$ cat src/rtl/imm_gen_pkg.sv
// ============================================================================
// Module      : imm_gen_pkg
// Description : Shared types, opcode constants and sign-extension helper for
//               the immediate-decode stage.
// Revision    : 1.0 - initial release
// ============================================================================
`default_nettype none

package imm_gen_pkg;

    typedef enum logic [2:0] {
        IMM_NONE  = 3'd0,
        IMM_I     = 3'd1,
        IMM_S     = 3'd2,
        IMM_B     = 3'd3,
        IMM_U     = 3'd4,
        IMM_J     = 3'd5,
        IMM_CI    = 3'd6,
        IMM_CB_CJ = 3'd7
    } imm_type_e;

    localparam logic [6:0] OPC_OP_IMM = 7'b0010011;
    localparam logic [6:0] OPC_LOAD   = 7'b0000011;
    localparam logic [6:0] OPC_JALR   = 7'b1100111;
    localparam logic [6:0] OPC_SYSTEM = 7'b1110011;
    localparam logic [6:0] OPC_STORE  = 7'b0100011;
    localparam logic [6:0] OPC_BRANCH = 7'b1100011;
    localparam logic [6:0] OPC_LUI    = 7'b0110111;
    localparam logic [6:0] OPC_AUIPC  = 7'b0010111;
    localparam logic [6:0] OPC_JAL    = 7'b1101111;

    // Sign-extends the low nbits of v to 64 bits; callers truncate to XLEN.
    function automatic logic [63:0] sext(input logic [31:0] v, input int unsigned nbits);
        logic signed [63:0] t;
        t = $signed({v << (32 - nbits), 32'h0});
        return t >>> (64 - nbits);
    endfunction

endpackage

`default_nettype wire

$ cat src/rtl/imm_skid_buf.sv
// ============================================================================
// Module      : imm_skid_buf
// Description : Generic 2-entry valid/ready skid buffer (output register plus
//               one skid slot) with synchronous flush.
// Revision    : 1.0 - initial release
// ============================================================================
`default_nettype none

module imm_skid_buf #(
    parameter int W     = 8,
    parameter int DEPTH = 2
) (
    input  logic         clk,
    input  logic         rst_n,
    input  logic         i_flush,
    input  logic         i_valid,
    output logic         o_ready,
    input  logic [W-1:0] i_data,
    output logic         o_valid,
    input  logic         i_ready,
    output logic [W-1:0] o_data
);

    generate
        if (DEPTH != 2) begin : g_depth_check
            $error("imm_skid_buf: only DEPTH=2 is supported");
        end
    endgenerate

    logic         r_out_valid;
    logic [W-1:0] r_out_data;
    logic         r_skid_full;
    logic [W-1:0] r_skid_data;
    logic         r_in_ready;

    logic w_in_fire;
    logic w_out_free;
    logic w_skid_full_nxt;

    assign w_in_fire       = i_valid & r_in_ready;
    assign w_out_free      = ~r_out_valid | i_ready;
    assign w_skid_full_nxt = w_out_free ? 1'b0 : (r_skid_full | w_in_fire);

    always_ff @(posedge clk or negedge rst_n) begin
        if (!rst_n) begin
            r_out_valid <= 1'b0;
            r_out_data  <= '0;
            r_skid_full <= 1'b0;
            r_skid_data <= '0;
            r_in_ready  <= 1'b0;
        end else if (i_flush) begin
            r_out_valid <= 1'b0;
            r_skid_full <= 1'b0;
            r_in_ready  <= 1'b1;
        end else begin
            // in_ready is low whenever the skid is full, so the two sources never collide.
            if (w_out_free) begin
                if (r_skid_full) begin
                    r_out_data  <= r_skid_data;
                    r_out_valid <= 1'b1;
                end else begin
                    r_out_valid <= w_in_fire;
                    if (w_in_fire) begin
                        r_out_data <= i_data;
                    end
                end
            end else if (w_in_fire) begin
                r_skid_data <= i_data;
            end
            r_skid_full <= w_skid_full_nxt;
            r_in_ready  <= ~w_skid_full_nxt;
        end
    end

    assign o_ready = r_in_ready;
    assign o_valid = r_out_valid;
    assign o_data  = r_out_data;

endmodule

`default_nettype wire

$ cat src/rtl/imm_decode_stage.sv
// ============================================================================
// Module      : imm_decode_stage
// Description : Registered immediate-decode stage: format classification,
//               sign-extended immediate and PC+imm target behind a 2-entry skid.
//               Optional RVC decode enabled by defining RVC_IMM_EN.
// Revision    : 1.0 - initial release
// ============================================================================
`default_nettype none

module imm_decode_stage
    import imm_gen_pkg::*;
#(
    parameter int XLEN       = 32,
    parameter int SKID_DEPTH = 2
) (
    input  logic            CLK,
    input  logic            RST_N,
    input  logic            flush,
    input  logic            in_valid,
    output logic            in_ready,
    input  logic [31:0]     in_ir,
    input  logic [XLEN-1:0] in_pc,
    output logic            out_valid,
    input  logic            out_ready,
    output logic [XLEN-1:0] out_imm,
    output logic [XLEN-1:0] out_target,
    output imm_type_e       out_type,
    output logic            out_illegal,
    output logic            out_rvc
);

    typedef struct packed {
        logic [XLEN-1:0] imm;
        logic [XLEN-1:0] target;
        imm_type_e       typ;
        logic            illegal;
        logic            rvc;
    } payload_t;

    imm_type_e       w_type;
    logic [XLEN-1:0] w_imm;
    logic            w_illegal;
    logic            w_rvc;
    payload_t        w_in_pl;
    payload_t        w_out_pl;

    always_comb begin
        w_type    = IMM_NONE;
        w_imm     = '0;
        w_illegal = 1'b1;
        w_rvc     = 1'b0;
`ifdef RVC_IMM_EN
        if (in_ir[1:0] != 2'b11) begin
            w_rvc = 1'b1;
            case ({in_ir[1:0], in_ir[15:13]})
                5'b01_000, 5'b01_010: begin
                    w_type    = IMM_CI;
                    w_imm     = XLEN'(sext({26'b0, in_ir[12], in_ir[6:2]}, 6));
                    w_illegal = 1'b0;
                end
                5'b01_001, 5'b01_101: begin
                    w_type    = IMM_CB_CJ;
                    w_imm     = XLEN'(sext({20'b0, in_ir[12], in_ir[8], in_ir[10:9], in_ir[6],
                                            in_ir[7], in_ir[2], in_ir[11], in_ir[5:3], 1'b0}, 12));
                    w_illegal = 1'b0;
                end
                5'b01_110, 5'b01_111: begin
                    w_type    = IMM_CB_CJ;
                    w_imm     = XLEN'(sext({23'b0, in_ir[12], in_ir[6:5], in_ir[2],
                                            in_ir[11:10], in_ir[4:3], 1'b0}, 9));
                    w_illegal = 1'b0;
                end
                // C.LW / C.SW: unsigned word-scaled offsets
                5'b00_010, 5'b00_110: begin
                    w_type    = in_ir[15] ? IMM_S : IMM_I;
                    w_imm     = XLEN'({in_ir[5], in_ir[12:10], in_ir[6], 2'b00});
                    w_illegal = 1'b0;
                end
                default: ;
            endcase
        end else begin
`else
        begin
`endif
            w_illegal = 1'b0;
            case (in_ir[6:0])
                OPC_OP_IMM, OPC_LOAD, OPC_JALR, OPC_SYSTEM: begin
                    w_type = IMM_I;
                    w_imm  = XLEN'(sext({20'b0, in_ir[31:20]}, 12));
                end
                OPC_STORE: begin
                    w_type = IMM_S;
                    w_imm  = XLEN'(sext({20'b0, in_ir[31:25], in_ir[11:7]}, 12));
                end
                OPC_BRANCH: begin
                    w_type = IMM_B;
                    w_imm  = XLEN'(sext({19'b0, in_ir[31], in_ir[7], in_ir[30:25],
                                         in_ir[11:8], 1'b0}, 13));
                end
                OPC_LUI, OPC_AUIPC: begin
                    w_type = IMM_U;
                    w_imm  = XLEN'(sext({in_ir[31:12], 12'b0}, 32));
                end
                OPC_JAL: begin
                    w_type = IMM_J;
                    w_imm  = XLEN'(sext({11'b0, in_ir[31], in_ir[19:12], in_ir[20],
                                         in_ir[30:21], 1'b0}, 21));
                end
                default: begin
                    w_illegal = 1'b1;
                end
            endcase
        end
    end

    always_comb begin
        w_in_pl.imm     = w_imm;
        w_in_pl.target  = in_pc + w_imm;
        w_in_pl.typ     = w_type;
        w_in_pl.illegal = w_illegal;
        w_in_pl.rvc     = w_rvc;
    end

    imm_skid_buf #(
        .W     ($bits(payload_t)),
        .DEPTH (SKID_DEPTH)
    ) u_skid (
        .clk     (CLK),
        .rst_n   (RST_N),
        .i_flush (flush),
        .i_valid (in_valid),
        .o_ready (in_ready),
        .i_data  (w_in_pl),
        .o_valid (out_valid),
        .i_ready (out_ready),
        .o_data  (w_out_pl)
    );

    assign out_imm     = w_out_pl.imm;
    assign out_target  = w_out_pl.target;
    assign out_type    = w_out_pl.typ;
    assign out_illegal = w_out_pl.illegal;
    assign out_rvc     = w_out_pl.rvc;

endmodule

`default_nettype wire

$ cat config.mk
export PLATFORM = sky130hd
export DESIGN_NAME = imm_decode_stage
export DESIGN_NICKNAME = d
export VERILOG_FILES = /design/src/rtl/imm_gen_pkg.sv /design/src/rtl/imm_skid_buf.sv /design/src/rtl/imm_decode_stage.sv
export SDC_FILE = /design/constraint.sdc
export NUM_CORES = 1
export LEC_CHECK = 0
export ABC_CLOCK_PERIOD_IN_PS = 3500
export CAP_MARGIN = 5
export CELL_PAD_IN_SITES_DETAIL_PLACEMENT = 1
export CELL_PAD_IN_SITES_GLOBAL_PLACEMENT = 1
export CORE_ASPECT_RATIO = 1.75
export CORE_MARGIN = 2
export CORE_UTILIZATION = 43
export CTS_CLUSTER_SIZE = 24
export DETAILED_ROUTE_END_ITERATION = 8
export PLACE_DENSITY = 0.95
export SETUP_SLACK_MARGIN = 0.15
export SYNTH_ARGS = -nofsm -noshare
export SYNTH_HDL_FRONTEND = slang
export SYNTH_SLANG_ARGS = --single-unit
$ cat constraint.sdc
create_clock -name CLK -period 3.5 [get_ports CLK]
set_input_delay 0.7 -clock CLK [delete_from_list [all_inputs] [get_ports CLK]]
set_output_delay 0.7 -clock CLK [all_outputs]
set_load 0.1 [all_outputs]
==> results of run 1 <==
-- layer usage --
layer / GRT overflow / track usage [%]
met5: 0 / 1.85
met4: 8 / 71.4
met3: 0 / 37.8
met2: 3 / 89.8
met1: 0 / 62.6
-- logic make-up after synthesis --
logic type / synth area share [%]
compound gates: 23.0
simple gates: 15.6
flops: 45.3
buf+inv: 4.40
fa+ha+maj: 5.32
xor+xnor: 3.54
mux: 2.71
other cells: 0.0489
-- cell usage after synthesis (2+ instances only) --
| master | count |
|---|---|
| nand2_1 | 172 |
| dfrtp_1 | 139 |
| a21oi_1 | 108 |
| o21ai_0 | 105 |
| nor2_1 | 65 |
| clkbuf_1 | 44 |
| inv_1 | 37 |
| ha_1 | 31 |
| o21ai_1 | 25 |
| xor2_1 | 17 |
| mux2i_1 | 14 |
| xnor2_1 | 14 |
| a21o_1 | 13 |
| nand3_1 | 10 |
| o22ai_1 | 9 |
| and3_1 | 6 |
| mux2_2 | 6 |
| nor3_1 | 6 |
| a211oi_1 | 5 |
| nand2b_1 | 5 |
| a22oi_1 | 4 |
| a31oi_1 | 4 |
| and2_1 | 4 |
| o21a_1 | 4 |
| o21bai_1 | 4 |
| a21oi_2 | 3 |
| buf_2 | 3 |
| nand4_1 | 3 |
| or3_1 | 3 |
| a221oi_2 | 2 |
| buf_1 | 2 |
| nor2b_1 | 2 |
| o211ai_1 | 2 |
| o21ai_2 | 2 |
-- through the flow --
step | utilization [%] | hold WS [ns] | area [um2] | setup slack (ns) | std cells
2_1_floorplan | - | 0.404 | 7880 | -0.0650 | 904
3_3_place_gp | 59.6 | 0.455 | 10400 | -0.730 | 1377
3_5_place_dp | 59.6 | 0.469 | 10400 | -1.07 | 1377
4_1_cts | 66.8 | 0.273 | 11700 | 0.0112 | 1427
-- repair_timing --
item                       CTS
hold endpoints to repair     0
gates cloned                 0
setup endpoints to repair   51
setup buffers               18
gates resized for setup    133
pin swaps                   44
==> summary.txt, run 1 <==
Outcome
  – Status: did not finish
  – Stop stage: global routing
  – Err: [ERROR GRT-0232] Routing congestion too high. Check the congestion heatmap in the GUI.

Timing
  – Worst ep type: register input
  – Worst-path endpoint after global-route repair_timing: u_skid.o_data[29]$_DFFE_PN0P_/D

Synth
  – Yosys top cell area share: approximately 45%
  – Asr flop ratio synth: 100%
  – Number of synthesized register bits: roughly 140
  – Syn_area_per_cell: 8.49 um2
  – Synth Flop Type: dfrtp_1
  – Post-synth EDFFs: 0
  – Cell area after synthesis: ~0.0077 mm2
  – Syn nets: approximately 1000
  – Top cells by area, synth: dfrtp_1 (45%), nand2_1 (8.4%), a21oi_1 (7.0%)
  – Ys Warns: 0
  – Post-synth cell types: between 60 and 70
  – Leading area contributor after synthesis: dfrtp_1
  – Post-Synthesis Cells: ~900
  – Sequential area share after synthesis: between 40% and 50%

Die
  – Ports: 140
  – Initial Util: between 40 and 50%
  – Cell Rows: 64
  – Die Wd: roughly 100 um
  – Die Height: 181 um

Clocking
  – Num CTS Buffers: 17
  – Hold-fix buffer count after cts: 0
  – Clk buf depth: 2
  – Maximum level of the CTS H-tree: 4
  – Root buffer cell: clkbuf_16
  – Clock sinks: 139

Placement
  – RD Place Congestion: around 0.96
  – Port bufs: 138
  – DPL Wire Length: ~24000 um

GRT
  – Total grt overflow: 11
  – Largest net degree at the start of global routing: ~110
  – Tot GR Track Use: roughly two thirds
==> run 2: changes to the inputs <==
- CELL_PAD_IN_SITES_DETAIL_PLACEMENT: 1 -> default
- CELL_PAD_IN_SITES_GLOBAL_PLACEMENT: 1 -> default
- CORE_ASPECT_RATIO: 1.75 -> default
- CORE_UTILIZATION: 43 -> 35
- CTS_CLUSTER_SIZE: 24 -> default
- PLACE_DENSITY: 0.95 -> default
- PLACE_DENSITY_LB_ADDON: default -> 0.15
- SETUP_SLACK_MARGIN: 0.15 -> default
==> summary.txt, run 2 <==
Timing
  – Worst-margin pin slew: between 0.9 and 1 ns
  – Setup violators final: 5
  – Minimum clock period: 3.54 ns
  – Post-route setup slack: -0.0394 ns
  – Fin. max-slew vios: 0
  – Endpoints failing hold: 0
  – Final Cycle Share: 101%
  – Hold WS: roughly 0.17 ns
  – Peak Freq: roughly 280 MHz
  – Clock Skews: slightly below 0.005 ns
  – RSZ-0062 raised after global routing: true
  – Slew headroom: around 34%

Synth
  – Post-synth EDFFs: 0
  – Syn_area_per_cell: 8.49 um2
  – Top post-synthesis cells by count: nand2_1 (172), dfrtp_1 (139), a21oi_1 (108)
  – Cell with the most instances after synthesis: nand2_1
  – Post-Synthesis Cells: 904
  – Leading area contributor after synthesis: dfrtp_1
  – Asr flop ratio synth: 100%
  – Top cells by area, synth: dfrtp_1 (45%), nand2_1 (8.4%), a21oi_1 (7.0%)
  – Synth Flop Type: dfrtp_1
  – Sequential area share after synthesis: 45.3%
  – Post-synth cell types: 65
  – Syn nets: between 1000 and 1500
  – Ys Warns: 0
  – Yosys top cell area share: between 40 and 50%
  – Cell area after synthesis: between 0.007 and 0.008 mm2
  – Number of synthesized register bits: roughly 140

Clocking
  – Maximum level of the CTS H-tree: 4
  – Hold-fix buffer count after cts: 0
  – Clock sinks: 139
  – Later-pin clock latency in the skew report: approximately 0.43 ns
  – Num CTS Buffers: 17
  – Root buffer cell: clkbuf_16
  – CTS tree: yes
  – Clk buf depth: 2
  – Reg clk slew, reported paths: around 0.060 ns

Critical path
  – Crit path required time: approximately 3.8 ns
  – WP buf/inv: 4
  – Cell family with most CP delay: compound AO/OA/AOI/OAI gates
  – Worst-path cell chain: buf_8, and4bb_2, buf_6, a21oi_4, o21ai_2, a2bb2oi_2, inv_1, ha_2, inv_2, fa_2, nand2b_4, a21oi_4, o31a_1, o21ai_2, o41ai_4, a21boi_2, xnor2_2, mux2_4
  – Worst Setup Path Type: in2reg
  – Crit path max fanout: 5
  – CP Capture Type: register
  – Slowest stage cell, crit path: o41ai_4
  – Worst EP arrival: approximately 3.9 ns
  – CP peak stage delay: about 0.43 ns
  – Startpoint class of the critical path: input port

Layout
  – Footprint of the multi-input gates: between 0.004 and 0.005 mm2
  – Commonest non-fill, non-tap cell in the layout: buf_4
  – Seq. cell area: between 0.003 and 0.004 mm2
  – Final #Nets: 1283
  – Share of cells above drive strength 1: between 30% and 40%
  – Area delta synth->final: 55.3%
  – Most frequent cells in the layout: buf_4 (191), nand2_1 (164), dfrtp_1 (138), clkdlybuf4s50_1 (96), o21ai_0 (94)
  – Diode count: 0
  – Filler cells: 1943

Detailed routing
  – Via count: ~7400
  – Drt total wl: between 20000 and 25000 um
  – Routed Antenna Nets: 0
  – 1st-iter DRT viols: between 400 and 500
  – Remaining DRCs: 0
  – 1st-pass router iterations: 5
  – Drt via density: around 5
  – Avg WL per Cell: around 17 um

Die
  – Die Height: around 150 um
  – Core Area: about 0.022 mm2
  – Die Wd: between 150 and 200 um
  – Initial Util: 35.4%
  – Ports: 140
  – Cell Rows: 54
  – Die area: 0.0231 mm2

Placement
  – RD Place Congestion: between 0.8 and 0.9
  – Port bufs: around 140
  – DPL Wire Length: ~17000 um

Power and ir drop
  – Cell Pwr Density: ~460 mW/mm2
  – Leak pwr: ~5.6 nW
  – VDD IR-drop max: slightly below 0.3 mV
  – Total power: ~5.5 mW

GRT
  – Total grt overflow: 0
  – Initial antenna violation count: 0
  – First-pass GRT wire length: about 38000 um
  – Largest net degree at the start of global routing: between 100 and 150
  – Tot GR Track Use: a little over a fifth
  – Vias in the first global route: between 7000 and 8000

Outcome
  – Status: finished, violations left
  – Violated checks: negative setup slack

Worst hold path
  – Type of the most critical hold path: in2async

Job
  – Max Cap Viol: 0
## run 2: where the power goes
part,internal (mW),switching (mW)
logic,0.481,1.08
registers,1.81,0.111
clock network,1.22,0.755
## run 2: per-layer routing
| metal | vias to the layer above | global-route usage, % | wire [um] |
|---|---|---|---|
| li1 | 3684 | - | - |
| met1 | 3462 | 31.0 | 11700 |
| met5 | - | 0 | 0 |
| met4 | 0 | 6.14 | 604 |
| met2 | 198 | 31.4 | 11200 |
| met3 | 35 | 3.57 | 1150 |
## run 2: layout make-up
type / instances / share of cell area, %
Clock inverter: 14 / 1.64
Tap cell: 280 / 2.94
Timing Repair Buffer: 308 / 22.1
Sequential cell: 139 / 29.2
Clock buffer: 18 / 3.69
Multi-Input combinational cell: 678 / 39.2
Inverter: 38 / 1.20
## run 2: cells by family after synthesis
kind of cell             share of synthesized area, %
multiplexers                                     2.71
buffers and inverters                            4.40
other                                          0.0489
adder cells (fa/ha/maj)                          5.32
flip-flops                                       45.3
AO/OA/AOI/OAI                                    23.0
XOR/XNOR                                         3.54
AND/OR/NAND/NOR                                  15.6
## run 2: metrics by stage
stage | setup WS [ns] | setup TNS [ns] | utilization, % | area (um2) | std cells
finish | -0.0394 | -0.0680 | 54.9 | 11900 | 1475
global route | -0.238 | -2.61 | 54.9 | 11900 | 1475
CTS | 0.00237 | 0 | 51.4 | 11200 | 1460
detailed placement | -1.05 | -39.82 | 47.8 | 10400 | 1418
global placement | -0.942 | -35.79 | 47.8 | 10400 | 1418
floorplan | -0.0665 | -0.141 | - | 7810 | 904
## run 2: repair_timing
item | CTS | global route
pin swaps | 19 | 54
cloned | 2 | 0
resized for setup | 37 | 140
endpoints found under the setup margin | 45 | 38
buffers inserted | 8 | 16
## run 2: final timing paths
check / depth (start not counted) / end / slack, ns / from
max reg2reg: 5 / u_skid.o_data[9] / 1.33 / u_skid.r_skid_full
max: 18 / u_skid.r_skid_data[31] / -0.04 / in_ir[2]
max in group asynchronous: 2 / u_skid.r_skid_data[67] / 2.56 / RST_N
min reg2reg: 2 / u_skid.o_data[51] / 0.47 / u_skid.o_data[51]
min: 1 / u_skid.o_data[15] / 0.17 / RST_N
min in group CLK: 2 / u_skid.o_data[51] / 0.47 / u_skid.o_data[51]
No activity file was read; power rests on OpenSTA's default activity.
